--- src/rtl/board_io_ctrl.sv ---
// board_io_ctrl: switch/button synchronizers, button debounce with press pulses,
// and a registered multiplexed 7-segment scanner.
module board_io_ctrl #(
  parameter int NUM_SW          = 16,
  parameter int NUM_BTN         = 5,
  parameter int NUM_DIGITS      = 4,
  parameter int DEBOUNCE_CYCLES = 1_000_000,
  parameter int REFRESH_CYCLES  = 100_000
) (
  input  logic                    clk,
  input  logic                    rst,
  input  logic [NUM_SW-1:0]       sw_in,
  input  logic [NUM_BTN-1:0]      btn_in,
  output logic [NUM_SW-1:0]       sw_out,
  output logic [NUM_BTN-1:0]      btn_level,
  output logic [NUM_BTN-1:0]      btn_press,
  input  logic [4*NUM_DIGITS-1:0] disp_value,
  input  logic [NUM_DIGITS-1:0]   disp_en,
  input  logic [NUM_DIGITS-1:0]   disp_dp,
  output logic [6:0]              seg,
  output logic [NUM_DIGITS-1:0]   an,
  output logic                    dp
);
  localparam int CW = $clog2(DEBOUNCE_CYCLES + 1);
  localparam int RW = REFRESH_CYCLES > 1 ? $clog2(REFRESH_CYCLES) : 1;
  localparam int DW = NUM_DIGITS > 1 ? $clog2(NUM_DIGITS) : 1;
  localparam logic [CW-1:0] DB_LAST = CW'(DEBOUNCE_CYCLES - 1);
  localparam logic [RW-1:0] RF_LAST = RW'(REFRESH_CYCLES - 1);
  localparam logic [DW-1:0] DG_LAST = DW'(NUM_DIGITS - 1);
  localparam logic [6:0] HEX [16] = '{
    7'h40, 7'h79, 7'h24, 7'h30, 7'h19, 7'h12, 7'h02, 7'h78,
    7'h00, 7'h10, 7'h08, 7'h03, 7'h46, 7'h21, 7'h06, 7'h0E
  };

  logic [NUM_SW-1:0]     r_sw_s1, r_sw_s2;
  logic [NUM_BTN-1:0]    r_btn_s1, r_btn_s2, r_level, r_press;
  logic [CW-1:0]         r_cnt [NUM_BTN];
  logic [RW-1:0]         r_ref;
  logic [DW-1:0]         r_digit;
  logic [NUM_DIGITS-1:0] r_an;
  logic [6:0]            r_seg;
  logic                  r_dp;
  logic [3:0]            w_nib;
  logic                  w_en;

  always_ff @(posedge clk) begin
    if (rst) begin
      r_sw_s1  <= '0;
      r_sw_s2  <= '0;
      r_btn_s1 <= '0;
      r_btn_s2 <= '0;
    end else begin
      r_sw_s1  <= sw_in;
      r_sw_s2  <= r_sw_s1;
      r_btn_s1 <= btn_in;
      r_btn_s2 <= r_btn_s1;
    end
  end

  // Counter runs only while the synchronized bit disagrees with the accepted level.
  always_ff @(posedge clk) begin
    if (rst) begin
      r_cnt   <= '{default: '0};
      r_level <= '0;
      r_press <= '0;
    end else begin
      for (int i = 0; i < NUM_BTN; i++) begin
        r_press[i] <= 1'b0;
        if (r_btn_s2[i] == r_level[i]) r_cnt[i] <= '0;
        else if (r_cnt[i] == DB_LAST) begin
          r_cnt[i]   <= '0;
          r_level[i] <= r_btn_s2[i];
          r_press[i] <= r_btn_s2[i];
        end else r_cnt[i] <= r_cnt[i] + 1'b1;
      end
    end
  end

  assign w_nib = disp_value[{r_digit, 2'b00} +: 4];
  assign w_en  = disp_en[r_digit];

  always_ff @(posedge clk) begin
    if (rst) begin
      r_ref   <= '0;
      r_digit <= '0;
      r_an    <= '1;
      r_seg   <= 7'h7F;
      r_dp    <= 1'b1;
    end else begin
      r_ref <= r_ref == RF_LAST ? '0 : r_ref + 1'b1;
      if (r_ref == RF_LAST) r_digit <= r_digit == DG_LAST ? '0 : r_digit + 1'b1;
      r_an  <= w_en ? ~(NUM_DIGITS'(1) << r_digit) : '1;
      r_seg <= w_en ? HEX[w_nib] : 7'h7F;
      r_dp  <= ~(w_en & disp_dp[r_digit]);
    end
  end

  assign sw_out    = r_sw_s2;
  assign btn_level = r_level;
  assign btn_press = r_press;
  assign an        = r_an;
  assign seg       = r_seg;
  assign dp        = r_dp;
endmodule

--- config.mk ---
export PLATFORM = sky130hd
export DESIGN_NAME = board_io_ctrl
export DESIGN_NICKNAME = d
export VERILOG_FILES = /design/src/rtl/board_io_ctrl.sv
export SDC_FILE = /design/constraint.sdc
export NUM_CORES = 1
export LEC_CHECK = 0
export ABC_AREA = 0
export CAP_MARGIN = 30
export CORE_ASPECT_RATIO = 1.5
export CORE_MARGIN = 3
export CORE_UTILIZATION = 35
export DETAILED_ROUTE_END_ITERATION = 16
export GPL_TIMING_DRIVEN = 0
export HOLD_SLACK_MARGIN = 0.02
export SLEW_MARGIN = 20
export SYNTH_ARGS = -nofsm -noshare
export SYNTH_HDL_FRONTEND = slang
export SYNTH_SLANG_ARGS = --single-unit
export TNS_END_PERCENT = 100
--- constraint.sdc ---
create_clock -name clk -period 5.75 [get_ports clk]
set_clock_uncertainty 0.1 [all_clocks]
set_input_delay 0.575 -clock clk [delete_from_list [all_inputs] [get_ports clk]]
set_output_delay 0.575 -clock clk [all_outputs]
set_load 0.02 [all_outputs]
==> run metrics, run 1 <==
status=finished, final reports clean; gr usage total=14.4%; Reg area=3660 µm²; WP buf/inv=2; fraction of layout cells with a size suffix above 1=5.43%; simple-gate area share of the yosys netlist=27.7%; VDD IR max=222 µV; Critical Path End Type=flop; Setup Fix Bufs, Post-CTS=0; Chip Width=127 µm; IO Pins=85; Non-Filler Instances=1207; WL/cell=13.8 µm; critical path class=flop to flop; most frequent cells in the layout=dfxtp_1 (183), nor2_1 (90), clkdlybuf4s50_1 (83), nand2_1 (45), nor2b_1 (45); main combinational cell family by area after synthesis=simple AND/OR/NAND/NOR gates; Slew @ Worst Pin=0.734 ns; CP Data Required Time=5.97 ns; total CTS buffers=17; Final Hold Slack=0.334 ns; Initial Util=36.0%; vias in the first global route=5889; initial antenna violation count=1; drt pass-1 iters=4; RSZ-0062 raised after global routing=no; cell-internal power=1.97 mW; vias per cell=5.03; CP top delay family=simple AND/OR/NAND/NOR gates; Post-Place Cells=1176; CTS tree=done; dpl cell area=8810 µm²; Fill cells=2039; Slew headroom=50.7%; Yosys top cell area share=48.0%; iteration-0 DRC count of the detailed router=308; async set-reset flop share out of synthesis=0%; multiplexer share of the synthesized area=2.44%; Synth Instances=825; Clock transition at path regs=0.06 ns; number of flops mapped to enable cells by yosys=0; Post-Synth Adder-Cell Area=2.62%; Sink Count=183; achievable frequency=0.393 GHz; Max-Cap Viols=0; Static Leak=3.04 nW; Synth Register Bits=183; Final nets=990; post-synthesis cell type count=44; Worst path max stage delay=0.61 ns; Seq/Total Area, Yosys=48.0%; port bufs=83; Period minus WS final=2.55 ns; hold buffer count at cts=0; root cell of the clock tree=clkbuf_16; largest net degree at the start of global routing=17; Worst path slowest cell=o21ai_1; DRC=0; Pwr Density=267 nW/µm²; total number of vias=6069; crit path DAT=2.76 ns; min-delay worst type=flop to flop; yosys warns=0; final instance area=9350 µm²; Slew Limit Fails=0; setup TNS=0 ns; Hold Vio Cnt, Final=0; Skew-Pair Late Insertion Delay=0.43 ns; Antenna Cells=0; # rows=65; critical path cell sequence=ha_1, nand3_1, or2_2, clkbuf_1, o21ai_1, buf_2, nor2_1; sw frac=21.3%; Tcrit/Tclk final=44.3%; Synth Area in XOR/XNOR=8.48%; Placer Congestion=0.824; total routed wirelength=16700 µm; Sw Pwr=0.531 mW; H-tree depth=4; hpwl dp=12200 µm; Synth Flop Type=dfxtp_1; Clock Power Share=43.5%; Post-Syn Area=7640 µm²; Compound-Gate Fraction of Synth Area=7.68%; number of routed nets with antenna violations=0; area grow syn2layout=22.4%; Reg power frac=51.8%; post-cts sizing count=0; Synth area leaders=dfxtp_1 (48%), xor2_1 (4.8%), nor2_1 (4.4%); first-pass GRT wire length=28200 µm; setup violators final=0; largest area contributor in the netlist=dfxtp_1; DIE HEIGHT=187 µm; crit start category=flop; Die ar.=23700 µm²; Worst Path Max Fanout=10; area of the multi-input gates=3730 µm²; Mapped Nets=888; Mapped Avg Cell Area=9.26 µm²; commonest non-fill, non-tap cell in the layout=dfxtp_1; Logic pwr share=4.7%; Max Root-Sink Buffers=2; core area=21200 µm²; GRT Residual Overflow=0
[synth_stat cells, drive strengths merged, types with 25 or more instances]
cell type,n
dfxtp,183
a21oi,43
nor2b,45
nand3,41
clkbuf,28
inv,25
xor2,42
nand2,45
nand4,33
xnor2,32
or3,28
o21ai,28
nor2,90
[worst paths after layout]
kind | end | cells after the start | slack (ns) | start
hold / removal | r_btn_s2[0]$_SDFF_PP0_ | 1 | 0.33 | r_btn_s1[0]$_SDFF_PP0_
setup reg to reg | r_cnt[89]$_SDFF_PP0_ | 7 | 3.20 | r_cnt[80]$_SDFF_PP0_
setup / recovery | r_cnt[89]$_SDFF_PP0_ | 7 | 3.20 | r_cnt[80]$_SDFF_PP0_
hold reg to reg | r_btn_s2[0]$_SDFF_PP0_ | 1 | 0.33 | r_btn_s1[0]$_SDFF_PP0_
[layer usage]
metal | share of wire, % | track usage, % | wire length (µm)
met1 | 44 | 17.6 | 7410
met2 | 49 | 24.3 | 8210
met3 | 4.4 | 3.34 | 739
met4 | 1.7 | 5.82 | 287
met5 | 0.12 | 0 | 20
[sequential cells by signal, indices dropped and copies added, names as in the netlist]
name       count
dp             1
r_cnt        100
r_ref         17
btn_press      5
r_btn_s1       5
r_sw_s1       16
r_btn_s2       5
btn_level      5
sw_out        16
r_digit        2
seg            7
an             4
[per-stage QoR]
step | power, mW | util [%] | setup slack [ns]
final | 2.50 | 44.0 | 3.20
after global routing | 2.59 | 44.0 | 3.00
after CTS | 2.53 | 44.0 | 3.19
after detailed placement | 1.44 | 41.5 | 3.09
after global placement | 1.44 | 41.5 | 3.09
after floorplan | 1.38 | - | 3.69
[cell type report]
| class | instances | share of cell area, % |
|---|---|---|
| clock inverter | 7 | 0.776 |
| sequential | 183 | 39.2 |
| clock buffer | 24 | 5.04 |
| buffer | 34 | 1.58 |
| inverter | 25 | 1.00 |
| timing repair buffer | 83 | 8.89 |
| multi-input combinational | 583 | 39.9 |
| tap | 268 | 3.59 |
[power by group through the flow]
stage	combinational [mW]	clock [mW]	sequential [mW]
finish	0.118	1.09	1.30
global route	0.128	1.16	1.30
CTS	0.119	1.12	1.30
detailed placement	0.119	0	1.32
global placement	0.119	0	1.32
floorplan	0.0451	0	1.33
[cell families after synthesis]
kind of cell	after synthesis
adders and majority gates	16
and+or+nand+nor	384
AOI/OAI and AO/OA	98
buffers and inverters	59
muxes	11
DFF	183
xor gates and xnor gates	74
Note: power is estimated with default switching activity, not from simulation.
==> run 2, diff against run 1 <==
- clock period: 5.75 -> 2.25 ns (I/O delays scaled with it)
==> run 2 against run 1 <==
  * Hold slack worse by 0.085 ns
  * Routed wire length is 0.50% higher
  * Cell count is 0.58% higher
  * Count of clock-buffer cells in the layout stayed put
  * Maximum frequency is 18% higher
  * Cell area is 1.1% higher
  * First-iteration DRC count is 3.9% lower
  * Critical path depth is 2 lower
  * Register-to-register slack worse by 3.1 ns
  * Clock power grew to 2.6 times the previous value
  * Via count is 0.61% higher
  * Largest cell class unchanged
  * Highest routed layer unchanged
==> run metrics, run 2 (synthesis gave the netlist of run 1 again) <==
Logic pwr share=4.8%; VDD IR max=558 µV; commonest non-fill, non-tap cell in the layout=dfxtp_1; status=finished, final reports clean; setup violators final=0; Clock Power Share=43.4%; IO Pins=85; Critical Path End Type=flop; crit start category=flop; Non-Filler Instances=1214; Period minus WS final=2.16 ns; Placer Congestion=0.824; Fill cells=2029; Initial Util=36.0%; initial antenna violation count=1; min-delay worst type=primary input to flop; Max-Cap Viols=0; Slew headroom=54.3%; gr usage total=14.4%; vias per cell=5.03; fraction of layout cells with a size suffix above 1=7.29%; cell-internal power=5.04 mW; DIE HEIGHT=187 µm; most frequent cells in the layout=dfxtp_1 (182), nor2_1 (90), clkdlybuf4s50_1 (83), nand2_1 (45), nor2b_1 (45); # rows=65; Die ar.=23700 µm²; Sw Pwr=1.36 mW; Hold Vio Cnt, Final=0; max reg flops=100; first-pass GRT wire length=28200 µm; area grow syn2layout=23.7%; total routed wirelength=16700 µm; Final Hold Slack=0.248 ns; largest net degree at the start of global routing=17; root cell of the clock tree=clkbuf_16; number of routed nets with antenna violations=0; hpwl dp=12200 µm; Clock transition at path regs=0.06 ns; DRC=0; iteration-0 DRC count of the detailed router=296; H-tree depth=4; Antenna Cells=0; sw frac=21.3%; worst reg2reg startpoint=r_cnt[72]$_SDFF_PP0_; total CTS buffers=17; Slew @ Worst Pin=0.685 ns; Pwr Density=677 nW/µm²; achievable frequency=0.462 GHz; drt pass-1 iters=4; Static Leak=3.08 nW; setup TNS=0 ns; port bufs=83; total number of vias=6106; CP Data Required Time=2.46 ns; Slew Limit Fails=0; Max Root-Sink Buffers=2; critical path class=flop to flop; Skew-Pair Late Insertion Delay=0.43 ns; Largest Register=r_cnt; crit path DAT=2.37 ns; Sink Count=183; Chip Width=127 µm; vias in the first global route=5914; Reg power frac=51.7%; GRT Residual Overflow=0; WL/cell=13.8 µm; hold buffer count at cts=0; CTS tree=done; largest registers=r_cnt (100), r_ref (17); start point of the critical path=r_cnt[72]$_SDFF_PP0_; core area=21200 µm²; Hold Crit Start=btn_in[0]; R2R Setup Slk=0.09 ns; Post-Place Cells=1176; Worst Path Max Fanout=7; Final nets=997; Tcrit/Tclk final=96.2%
run 2: cell count changes in the layout (fill, tap and decap cells not counted), sizes merged:
cell    before  now
clkbuf      52   53
buf          6   12
run 2: area by class of cell:
class	count	area, µm²	area share [%]
buffer	34	163	1.72
sequential	183	3660	38.8
tap	268	335	3.55
inverter	25	93.8	0.993
timing repair buffer	90	883	9.35
multi-input combinational	583	3760	39.8
clock buffer	24	472	4.99
clock inverter	7	72.6	0.768
run 2: what timing repair did:
item | in CTS | in global routing
buffers inserted | 4 | 3
resized for setup | 2 | 19
pin swaps | 2 | 1
endpoints found under the setup margin | 35 | 68
run 2: per-layer routing:
metal	vias up	wire (µm)	part of all wire (%)	GRT usage (%)
met1	2863	7520	45	17.5
met3	24	590	3.5	3.34
li1	3118	-	-	-
met2	99	8380	50	24.5
met5	-	20	0.12	0
met4	2	235	1.4	5.82
run 2: worst paths after layout:
kind | cells past startpoint | to
setup reg to reg | 5 | r_cnt[79]$_SDFF_PP0_
hold / removal | 2 | r_btn_s1[0]$_SDFF_PP0_
hold reg to reg | 1 | r_btn_s2[1]$_SDFF_PP0_
setup / recovery | 5 | r_cnt[79]$_SDFF_PP0_
run 2: critical path, stage by stage, from the launching register on:
cell     delay [ns]
dfxtp_1        0.34
or4b_1         0.59
or4_4          0.59
o21ai_4        0.20
buf_4          0.18
a21oi_1        0.04
run 2: power by group through the flow:
stage	combinational [mW]	sequential [mW]	clock, mW
2_1_floorplan	0.115	3.41	0
3_3_place_gp	0.303	3.38	0
3_5_place_dp	0.304	3.38	0
4_1_cts	0.309	3.31	2.85
5_1_grt	0.335	3.31	2.97
6_report	0.308	3.31	2.78
run 2: per-stage QoR:
stage,cell area (µm²),power [mW],util (%),worst slack [ns]
floorplan,7640,3.52,-,0.188
global placement,8810,3.69,41.5,-0.262
detailed placement,8810,3.69,41.5,-0.283
CTS,9390,6.47,44.2,0.00621
global route,9450,6.62,44.5,-0.00160
finish,9450,6.40,44.5,0.0860
==> run 3, diff against run 2 <==
- CELL_PAD_IN_SITES_DETAIL_PLACEMENT: default -> 0
- CELL_PAD_IN_SITES_GLOBAL_PLACEMENT: default -> 1
- MAX_ROUTING_LAYER: default -> met4
- PLACE_DENSITY_LB_ADDON: default -> 0.1
==> run 3 against run 2 <==
  * Sequential power about the same
  * Clock power about the same
  * Setup slack about the same
  * Critical path type unchanged
  * Largest cell class unchanged
==> run metrics, run 3 (synthesis gave the netlist of run 1 again) <==
status=finished, final reports clean; DRC=0; Antenna Cells=0; largest net degree at the start of global routing=17; IO Pins=85; core area=21200 µm²; Final Hold Slack=0.245 ns; CTS tree=done; total routed wirelength=18000 µm; Slew headroom=46.2%; Hold Vio Cnt, Final=0; max reg flops=100; Max Root-Sink Buffers=2; Max-Cap Viols=0; root cell of the clock tree=clkbuf_16; Static Leak=3.09 nW; hpwl dp=13200 µm; CP Data Required Time=2.45 ns; Largest Register=r_cnt; crit start category=flop; achievable frequency=0.462 GHz; Slew @ Worst Pin=0.807 ns; Core Util, Final=44.6%; WL/cell=14.8 µm; first-pass GRT wire length=29400 µm; area grow syn2layout=24.0%; DIE HEIGHT=187 µm; crit path DAT=2.36 ns; Chip Width=127 µm; # rows=65; Design Power=6.40 mW; Clock transition at path regs=0.07 ns; Period minus WS final=2.16 ns; met1 Track Usage GR=17.2%; total number of vias=6222; final instance area=9470 µm²; VDD IR max=545 µV; number of routed nets with antenna violations=0; dpl ws=-0.294 ns; Tcrit/Tclk final=96.2%; iteration-0 DRC count of the detailed router=271; Worst Path Max Fanout=7; RSZ-0062 raised after global routing=no; hold buffer count at cts=0; Final nets=997; Initial Util=36.0%; largest registers=r_cnt (100), r_ref (17); port bufs=83; Die ar.=23700 µm²; Slew Limit Fails=0; min-delay worst type=primary input to flop; GRT Residual Overflow=0; Post-Place Cells=1176; vias in the first global route=6226; total CTS buffers=17; H-tree depth=4; drt pass-1 iters=4; Critical Path End Type=flop; setup violators final=0; Fill cells=2077; Non-Filler Instances=1214; met2 Resource Use GR=26.8%; gr usage total=15.5%; Placer Congestion=0.806; initial antenna violation count=0; vias per cell=5.13; Pwr Density=675 nW/µm²; commonest non-fill, non-tap cell in the layout=dfxtp_1; setup TNS=0 ns; grt peak-use layer=met2; dpl cell area=8810 µm²; fraction of layout cells with a size suffix above 1=8.14%; Sink Count=183; worst setup margin=0.0863 ns; critical path class=flop to flop; Skew-Pair Late Insertion Delay=0.43 ns; most frequent cells in the layout=dfxtp_1 (183), nor2_1 (90), clkdlybuf4s50_1 (83), nand2_1 (45), nor2b_1 (45); met3 usage=3.49%
-- run 3: changes by cell type in the layout (fill, tap and decap cells not counted), moves of 2 or more --
cell,before,now
inv_6,0,2
clkinv_2,2,5
clkbuf_1,28,24
clkbuf_8,2,0
-- run 3: critical path, cell delays in order (launching register included) --
cell and delay (ns):
dfxtp_1 0.34, or4_1 0.58, or4_4 0.59, o21ai_4 0.20
buf_4 0.18, a21oi_1 0.05
-- run 3: report_power, final --
part / internal (mW) / total (mW) / switching [mW]
clock network: 1.52 / 2.78 / 1.26
logic: 0.166 / 0.309 / 0.142
registers: 3.29 / 3.31 / 0.0197
-- run 3: timing repair --
| item | in CTS | in global routing |
|---|---|---|
| pin swaps | 2 | 1 |
| setup buffers | 4 | 4 |
| setup endpoints to repair | 34 | 68 |
| gates resized for setup | 6 | 16 |
-- run 3: path summary, 6_finish.rpt --
kind / from / to / slack [ns] / depth (start not counted)
setup / recovery: r_cnt[13]$_SDFF_PP0_ / r_cnt[17]$_SDFF_PP0_ / 0.09 / 5
hold / removal: btn_in[1] / r_btn_s1[1]$_SDFF_PP0_ / 0.24 / 2
setup reg to reg: r_cnt[13]$_SDFF_PP0_ / r_cnt[17]$_SDFF_PP0_ / 0.09 / 5
hold reg to reg: r_sw_s1[13]$_SDFF_PP0_ / sw_out[13]$_SDFF_PP0_ / 0.34 / 1
-- run 3: cell type report --
class | count | area (µm²) | area share [%]
inverter | 25 | 93.8 | 0.991
buffer | 33 | 156 | 1.65
timing repair buffer | 91 | 891 | 9.41
tap | 268 | 335 | 3.54
multi-input combinational | 583 | 3790 | 40.1
sequential | 183 | 3660 | 38.7
clock buffer | 19 | 433 | 4.57
clock inverter | 12 | 105 | 1.11
-- run 3: metal layers --
metal / routed length, µm / vias to the layer above
li1: - / 3108
met1: 7720 / 2981
met2: 9400 / 110
met3: 496 / 23
met4: 366 / 0
met5: 0 / -
